`src/rtl/bean2_pipe_pkg.sv`:
```
// rtl/bean2_pipe_pkg.sv - shared encodings and stage-tag type for the operand bypass
package bean2_pipe_pkg;

    // Register address width carried in each stage tag
    localparam int TAG_AW = 5;

    // Operand source select
    localparam logic [1:0] FWD_RF = 2'd0;
    localparam logic [1:0] FWD_E  = 2'd1;
    localparam logic [1:0] FWD_M  = 2'd2;
    localparam logic [1:0] FWD_WB = 2'd3;

    // Decode read-mask encodings
    localparam logic [1:0] RD_NONE = 2'b00;
    localparam logic [1:0] RD_RS1  = 2'b01;
    localparam logic [1:0] RD_RS2  = 2'b10;
    localparam logic [1:0] RD_BOTH = 2'b11;

    // Destination tag travelling alongside each instruction in E/M/WB
    typedef struct packed {
        logic              we;
        logic              load;
        logic [TAG_AW-1:0] rd;
    } stage_tag_t;

    // True when the read mask requests the given operand bit
    function automatic logic rd_wants(input logic [1:0] mask, input logic [1:0] which);
        return (mask & which) != RD_NONE;
    endfunction

endpackage

```
`src/rtl/operand_fwd_select.sv`:
```
// rtl/operand_fwd_select.sv - picks the youngest in-flight producer for one source operand
import bean2_pipe_pkg::*;

module operand_fwd_select #(
    parameter int XLEN = 32
) (
    input  logic              i_rd_en,
    input  logic [TAG_AW-1:0] i_rs,
    input  stage_tag_t        i_tag_e,
    input  stage_tag_t        i_tag_m,
    input  stage_tag_t        i_tag_wb,
    input  logic [XLEN-1:0]   i_res_e,
    input  logic [XLEN-1:0]   i_res_m,
    input  logic [XLEN-1:0]   i_res_wb,
    input  logic [XLEN-1:0]   i_rf,
    output logic [1:0]        o_sel,
    output logic [XLEN-1:0]   o_op,
    output logic              o_load_hit
);

    logic w_live;
    logic w_hit_e;
    logic w_hit_m;
    logic w_hit_wb;

    // x0 never forwards; an unread operand never matches
    assign w_live   = i_rd_en && (i_rs != '0);
    assign w_hit_e  = w_live && i_tag_e.we  && (i_tag_e.rd  == i_rs);
    assign w_hit_m  = w_live && i_tag_m.we  && (i_tag_m.rd  == i_rs);
    assign w_hit_wb = w_live && i_tag_wb.we && (i_tag_wb.rd == i_rs);

    // Youngest match wins; a load in E blocks older stages since their value is stale
    always_comb begin
        o_sel      = FWD_RF;
        o_op       = i_rf;
        o_load_hit = 1'b0;
        if (w_hit_e) begin
            if (i_tag_e.load) begin
                o_load_hit = 1'b1;
            end else begin
                o_sel = FWD_E;
                o_op  = i_res_e;
            end
        end else if (w_hit_m) begin
            o_sel = FWD_M;
            o_op  = i_res_m;
        end else if (w_hit_wb) begin
            o_sel = FWD_WB;
            o_op  = i_res_wb;
        end
    end

endmodule

```
`src/rtl/operand_bypass.sv`:
```
// rtl/operand_bypass.sv - E/M/WB tag tracking, operand forwarding and load-use stall; perf counters under BYPASS_PERF_EN
import bean2_pipe_pkg::*;

module operand_bypass #(
    parameter int XLEN   = 32,
    parameter int REG_AW = TAG_AW,
    parameter int CNT_W  = 32
) (
    input  logic              clk,
    input  logic              reset,
    input  logic [1:0]        reg_RD,
    input  logic [REG_AW-1:0] rs1,
    input  logic [REG_AW-1:0] rs2,
    input  logic [REG_AW-1:0] rs3,
    input  logic              reg_WE,
    input  logic              is_load,
    input  logic              flush_in,
    input  logic [XLEN-1:0]   res_E,
    input  logic [XLEN-1:0]   res_M,
    input  logic [XLEN-1:0]   res_WB,
    input  logic [XLEN-1:0]   rf_rd1,
    input  logic [XLEN-1:0]   rf_rd2,
    output logic [XLEN-1:0]   op1,
    output logic [XLEN-1:0]   op2,
    output logic [1:0]        fwd_sel1,
    output logic [1:0]        fwd_sel2,
    output logic              stall_FD,
    output logic              bubble_E,
    output logic [CNT_W-1:0]  fwd_cnt,
    output logic [CNT_W-1:0]  stall_cnt
);

    stage_tag_t        r_tag_e;
    stage_tag_t        r_tag_m;
    stage_tag_t        r_tag_wb;
    stage_tag_t        w_tag_d;
    logic [1:0]        w_sel1;
    logic [1:0]        w_sel2;
    logic [XLEN-1:0]   w_op1;
    logic [XLEN-1:0]   w_op2;
    logic              w_hit1;
    logic              w_hit2;
    logic              w_load_use;
    logic              w_bubble;

    assign w_tag_d    = '{we: reg_WE, load: is_load, rd: rs3};
    assign w_load_use = w_hit1 | w_hit2;
    assign w_bubble   = w_load_use | flush_in;

    operand_fwd_select #(.XLEN(XLEN)) u_sel1 (
        .i_rd_en   (rd_wants(reg_RD, RD_RS1)),
        .i_rs      (rs1),
        .i_tag_e   (r_tag_e),
        .i_tag_m   (r_tag_m),
        .i_tag_wb  (r_tag_wb),
        .i_res_e   (res_E),
        .i_res_m   (res_M),
        .i_res_wb  (res_WB),
        .i_rf      (rf_rd1),
        .o_sel     (w_sel1),
        .o_op      (w_op1),
        .o_load_hit(w_hit1)
    );

    operand_fwd_select #(.XLEN(XLEN)) u_sel2 (
        .i_rd_en   (rd_wants(reg_RD, RD_RS2)),
        .i_rs      (rs2),
        .i_tag_e   (r_tag_e),
        .i_tag_m   (r_tag_m),
        .i_tag_wb  (r_tag_wb),
        .i_res_e   (res_E),
        .i_res_m   (res_M),
        .i_res_wb  (res_WB),
        .i_rf      (rf_rd2),
        .o_sel     (w_sel2),
        .o_op      (w_op2),
        .o_load_hit(w_hit2)
    );

    // Outputs are forced low while reset is held so stall_FD drops the instant reset asserts
    assign fwd_sel1 = reset ? w_sel1 : FWD_RF;
    assign fwd_sel2 = reset ? w_sel2 : FWD_RF;
    assign op1      = reset ? w_op1  : '0;
    assign op2      = reset ? w_op2  : '0;
    assign stall_FD = reset & w_load_use & ~flush_in;
    assign bubble_E = reset & w_bubble;

    // Tag pipeline never stalls; a bubble enters E on load-use or flush
    always_ff @(posedge clk or negedge reset) begin
        if (!reset) begin
            r_tag_e  <= '0;
            r_tag_m  <= '0;
            r_tag_wb <= '0;
        end else begin
            r_tag_wb <= r_tag_m;
            r_tag_m  <= r_tag_e;
            r_tag_e  <= w_bubble ? '0 : w_tag_d;
        end
    end

`ifdef BYPASS_PERF_EN
    logic [CNT_W-1:0] r_fwd_cnt;
    logic [CNT_W-1:0] r_stall_cnt;

    // Count forwarding cycles and stall cycles; both wrap naturally
    always_ff @(posedge clk or negedge reset) begin
        if (!reset) begin
            r_fwd_cnt   <= '0;
            r_stall_cnt <= '0;
        end else begin
            if ((fwd_sel1 != FWD_RF) || (fwd_sel2 != FWD_RF)) begin
                r_fwd_cnt <= r_fwd_cnt + 1'b1;
            end
            if (stall_FD) begin
                r_stall_cnt <= r_stall_cnt + 1'b1;
            end
        end
    end

    assign fwd_cnt   = r_fwd_cnt;
    assign stall_cnt = r_stall_cnt;
`else
    assign fwd_cnt   = '0;
    assign stall_cnt = '0;
`endif

endmodule

```
`config.mk`:
```
export PLATFORM = sky130hd
export DESIGN_NAME = operand_bypass
export DESIGN_NICKNAME = d
export VERILOG_FILES = /design/src/rtl/bean2_pipe_pkg.sv /design/src/rtl/operand_fwd_select.sv /design/src/rtl/operand_bypass.sv
export SDC_FILE = /design/constraint.sdc
export NUM_CORES = 1
export LEC_CHECK = 0
export CORE_AREA = 2 2 124 126
export CTS_BUF_LIST = sky130_fd_sc_hd__clkbuf_4 sky130_fd_sc_hd__clkbuf_8 sky130_fd_sc_hd__clkbuf_16
export CTS_CLUSTER_DIAMETER = 200
export DETAILED_ROUTE_END_ITERATION = 8
export DIE_AREA = 0 0 126 128
export DONT_BUFFER_PORTS = 1
export SYNTH_ARGS = -nofsm -noshare
export SYNTH_HDL_FRONTEND = slang
export SYNTH_HIERARCHICAL = 1
export SYNTH_SLANG_ARGS = --single-unit
```
`constraint.sdc`:
```
create_clock -name clk -period 2.5 [get_ports clk]
set_input_delay 0.25 -clock clk [delete_from_list [all_inputs] [get_ports clk]]
set_output_delay 0.25 -clock clk [all_outputs]
set_load 0.05 [all_outputs]
```
After elaboration in Yosys (flattened, before gate mapping):

Index checks and enable logic that the tools add are counted.

* reductions and logical operators: 16
* bitwise operators: 6
* muxes and demuxes: 23
* equal/unequal tests: 6

Operators by type and width (count)
* $mux W32: 10
* $eq A5 B5 Y1: 6
* $mux W2: 8
* $logic_and A1 B1 Y1: 14
* $reduce_bool A5 Y1: 2
* $mux W7: 1
* $mux W1: 4
* $and A1 B1 Y1: 3
* $or A1 B1 Y1: 2
* $not A1 Y1: 1

* bits in registers: 19
* output and inout port bits: 134
* bits of input ports: 182
* logic and storage cells: 58

Logic depth before layout (Yosys ltp):

* word-level depth: 8
* depth in mapped cells: 9
* mapped depth without buffers: 6

By module:

The synthesis kept the hierarchy.

By module, submodules not included
* operand_fwd_select: instances 2, seq. area each 0.0 um^2, cells each 255, area an instance 1798.0 um^2
* operand_bypass: instances 1, seq. area each 525.5 um^2, cells each 172, area an instance 1555.2 um^2

Worst setup path after synthesis:

OpenSTA, ideal clock, no wires.

* path kind: register to output
* start: reg r_tag_e[1] (netlist bit)
* end: out bubble_E
* arrival: 2.310 ns
* slack: -0.060 ns
* path buffers: 2
* stages on the path, launching flop included: 9
* data required time: 2.250 ns
* cell sequence: dfrtp_1 > xor2_1 > nor4_1 > nand4_1 > buf_2 > buf_2 > nor2_1 > nor3_4 > nor2b_1

* longest elaborated chain between the ends: 6
* elaborated cells on any way between the ends: 9
* classes of those cells: eq/ne: 2; mux: 2; bitwise: 3; reduce/logical: 2

Ends and longest elaborated chain
* from (decl): line operand_bypass.sv:33 `stage_tag_t r_tag_e;`
* from (signal assigned): line operand_bypass.sv:97 `r_tag_e <= w_bubble ? '0 : w_tag_d;`
* $eq A5 B5 Y1: line operand_fwd_select.sv:28 `assign w_hit_e = w_live && i_tag_e.we && (i_tag_e.rd == i_rs);`
* $logic_and A1 B1 Y1: line operand_fwd_select.sv:28
* $mux W1: line operand_fwd_select.sv:37 `if (w_hit_e) begin`
* net w_hit2: line operand_bypass.sv:42 `logic w_hit2;`
* $or A1 B1 Y1: line operand_bypass.sv:47 `assign w_load_use = w_hit1 | w_hit2;`
* $or A1 B1 Y1: line operand_bypass.sv:48 `assign w_bubble = w_load_use | flush_in;`
* $and A1 B1 Y1: line operand_bypass.sv:86 `assign bubble_E = reset & w_bubble;`
* to (decl): line operand_bypass.sv:28 `output logic bubble_E,`

The timed path passes the listed nets, and every way through them passes these cells.

Worst setup path in the final report:

* start: reg r_tag_wb[2] (netlist bit)
* end: out op2[16]

* longest elaborated chain between the ends: 6

Ends and longest elaborated chain
* from (decl): line operand_bypass.sv:35 `stage_tag_t r_tag_wb;`
* from (signal assigned): line operand_bypass.sv:95 `r_tag_wb <= r_tag_m;`
* $eq A5 B5 Y1: line operand_fwd_select.sv:30 `assign w_hit_wb = w_live && i_tag_wb.we && (i_tag_wb.rd == i_rs);`
* $logic_and A1 B1 Y1: line operand_fwd_select.sv:30
* $mux W32: line operand_fwd_select.sv:47 `end else if (w_hit_wb) begin`
* $mux W32: line operand_fwd_select.sv:44 `end else if (w_hit_m) begin`
* $mux W32: line operand_fwd_select.sv:37
* net w_op2[16]: line operand_bypass.sv:40 `logic [XLEN-1:0] w_op2;`
* $mux W32: line operand_bypass.sv:84 `assign op2 = reset ? w_op2 : '0;`
* to (decl): line operand_bypass.sv:24 `output logic [XLEN-1:0] op2,`

The timed path passes the listed nets, and every way through them passes these cells.

==> results_dict.tcl <==
set metrics [dict create \
    io_buffer_count 0 \
    place_congestion 0.867 \
    min_period_ns 2.61 \
    via_count 5368 \
    finalSetupViolations 67 \
    startpoint_type "flip-flop" \
    timing.final.ws_setup_ns -0.114 \
    maxCapViolations 0 \
    die_width_um 126 \
    synth_area_mm2 0.00510 \
    hold_viol_final 0 \
    grt_max_degree 72 \
    crit_chain "xor2_1, nor4_4, buf_4, and3_4, clkbuf_16, a211oi_2, o22ai_1, and2_4, buf_12" \
    skew_ns 0.00214 \
    grt_pass1_vias 4850 \
    start_util_pct 34.3 \
    rsz0062_at_grt "true" \
    total_leakage_power_nw 2.99 \
    fillers 1401 \
    post-route-period-util_pct 105 \
    clockBufferDepth 2 \
    drt-met1-wl_um 8010 \
    drt_iter0_drc 413 \
    ant_nets 0 \
    required_ns 2.25 \
    max_stage_delay_ns 0.39 \
    root_buffer "clkbuf_16" \
    ir_drop_v 0.000389 \
    cts_made_buffers 3 \
    grt_pass1_wl_um 29100 \
    clock_latency_ns 0.25 \
    fmax_ghz 0.383 \
    track_usage_pct 22.6 \
    slowest_stage "dfrtp_1" \
    dpl.cell_count 890 \
    dieArea_mm2 0.0161 \
    coreArea_mm2 0.0149 \
    h-tree-depth 1 \
    grt_overflow 0 \
    routed_via_density 5.88 \
    place.detailed.hpwl_um 13800 \
    dr_wl_met3_um 2350 \
    diodes 0 \
    post_drt_wl_per_cell_um 23.0 \
    antenna_found_initial 0 \
    layout-drive-gt1-share_pct 36.8 \
    syn_inst 680 \
    avgSynthCellArea_um2 7.50 \
    yosys_warnings 6 \
    violations "setup timing" \
    num_rows 45 \
    crit_type "flip-flop to output pin" \
    dr_wl_met2_um 10100 \
    hp-class "primary input to flip-flop" \
    die_height_um 128 \
    cts_sinks 19 \
    finalCoreUtilization_pct 48.0 \
    max_slew_margin_pct 42.6 \
    clk_pin_slew_ns 0.05 \
    fin_cells 913 \
    worst_pin_slew_ns 0.858 \
    wirelength_um 21000 \
    status "finished with violations" \
    cp_max_fo 8 \
    cts_tree "done" \
    ios 316 \
    power_density_mw_per_mm2 275 \
    drv_slew 0 \
    layout.nets 908 \
    first_pass_iters 5 \
    drc 0 \
    crit_path_end_kind "output pin" \
    area_growth_syn_to_layout_pct 40.0 \
    highest_layer "met4" \
    arrival_ns 2.36 \
]
[routing by layer]
metal / vias up / track usage (%)
met1: 2574 / 27.6
met2: 337 / 39.8
li1: 2423 / -
met3: 34 / 6.30
met5: - / 0
met4: 0 / 4.46
[stage by stage]
step	setup TNS [ns]	hold WS, ns	total power [mW]	cell area [µm²]	setup WS, ns
global route	-9.82	0.121	2.04	7140	-0.184
CTS	-0.322	0.123	1.93	6820	-0.0484
finish	-4.41	0.123	1.96	7140	-0.114
global placement	0	-0.0441	1.52	6470	0.0573
floorplan	0	-0.0456	1.25	5350	0.129
detailed placement	0	-0.0438	1.52	6470	0.0723
[placed cells by master, fill, tap and decap left out, types with 3 or more instances in the layout]
cell type	count
nand4_1	4
clkbuf_16	10
o21ai_2	3
xor2_1	22
buf_6	6
xnor2_1	6
o22ai_2	3
o21ai_1	21
nor4_2	3
inv_1	66
conb_1	64
a211oi_2	58
buf_4	15
mux2i_1	64
buf_12	84
dfrtp_1	18
and2_4	64
a31oi_1	64
o22ai_1	61
o21ai_0	42
a211oi_1	6
and2_1	11
[registers in the layout, indices dropped and copies added (netlist names)]
register	flops
r_tag_m	6
r_tag_wb	6
r_tag_e	7
[final timing paths]
| path | start | to | slack (ns) | cells after the start |
|---|---|---|---|---|
| min | is_load | r_tag_e[5] | 0.12 | 1 |
| min in group asynchronous | reset | r_tag_e[0] | 0.56 | 1 |
| max | r_tag_wb[2] | op2[16] | -0.11 | 9 |
| max reg2reg | r_tag_e[1] | r_tag_e[1] | 0.50 | 8 |
| max in group asynchronous | reset | r_tag_e[5] | 1.31 | 1 |
| min reg2reg | r_tag_e[6] | r_tag_m[6] | 0.41 | 0 |
[repair_timing]
action	in CTS	in global routing
hold buffers	1	0
hold endpoints to repair	19	0
endpoints found under the setup margin	67	69
pin swaps	27	33
resized for setup	60	60
cloned	3	8
setup buffers	4	4
[where the power goes]
group	internal, mW	leakage [nW]	switching, mW
clock	0.228	0.0416	0.112
combinational	0.526	2.71	0.756
sequential	0.324	0.243	0.0161
[area by class of cell]
class	count	area (µm²)	area share (%)
inverter	66	248	3.47
sequential	19	479	6.71
clock buffer	4	82.6	1.16
multi-input combinational	521	4010	56.2
timing repair buffer	115	2080	29.2
tap	188	235	3.29
[worst max-delay path: cells and delay by family, from the launching register on]
family                 cells  cell delay (ns)
flip-flops                 1             0.39
AO/OA/AOI/OAI              2             0.21
AND/OR/NAND/NOR            3             0.78
XOR/XNOR                   1             0.19
buffers and inverters      3             0.53
No activity file was read; power rests on OpenSTA's default activity.
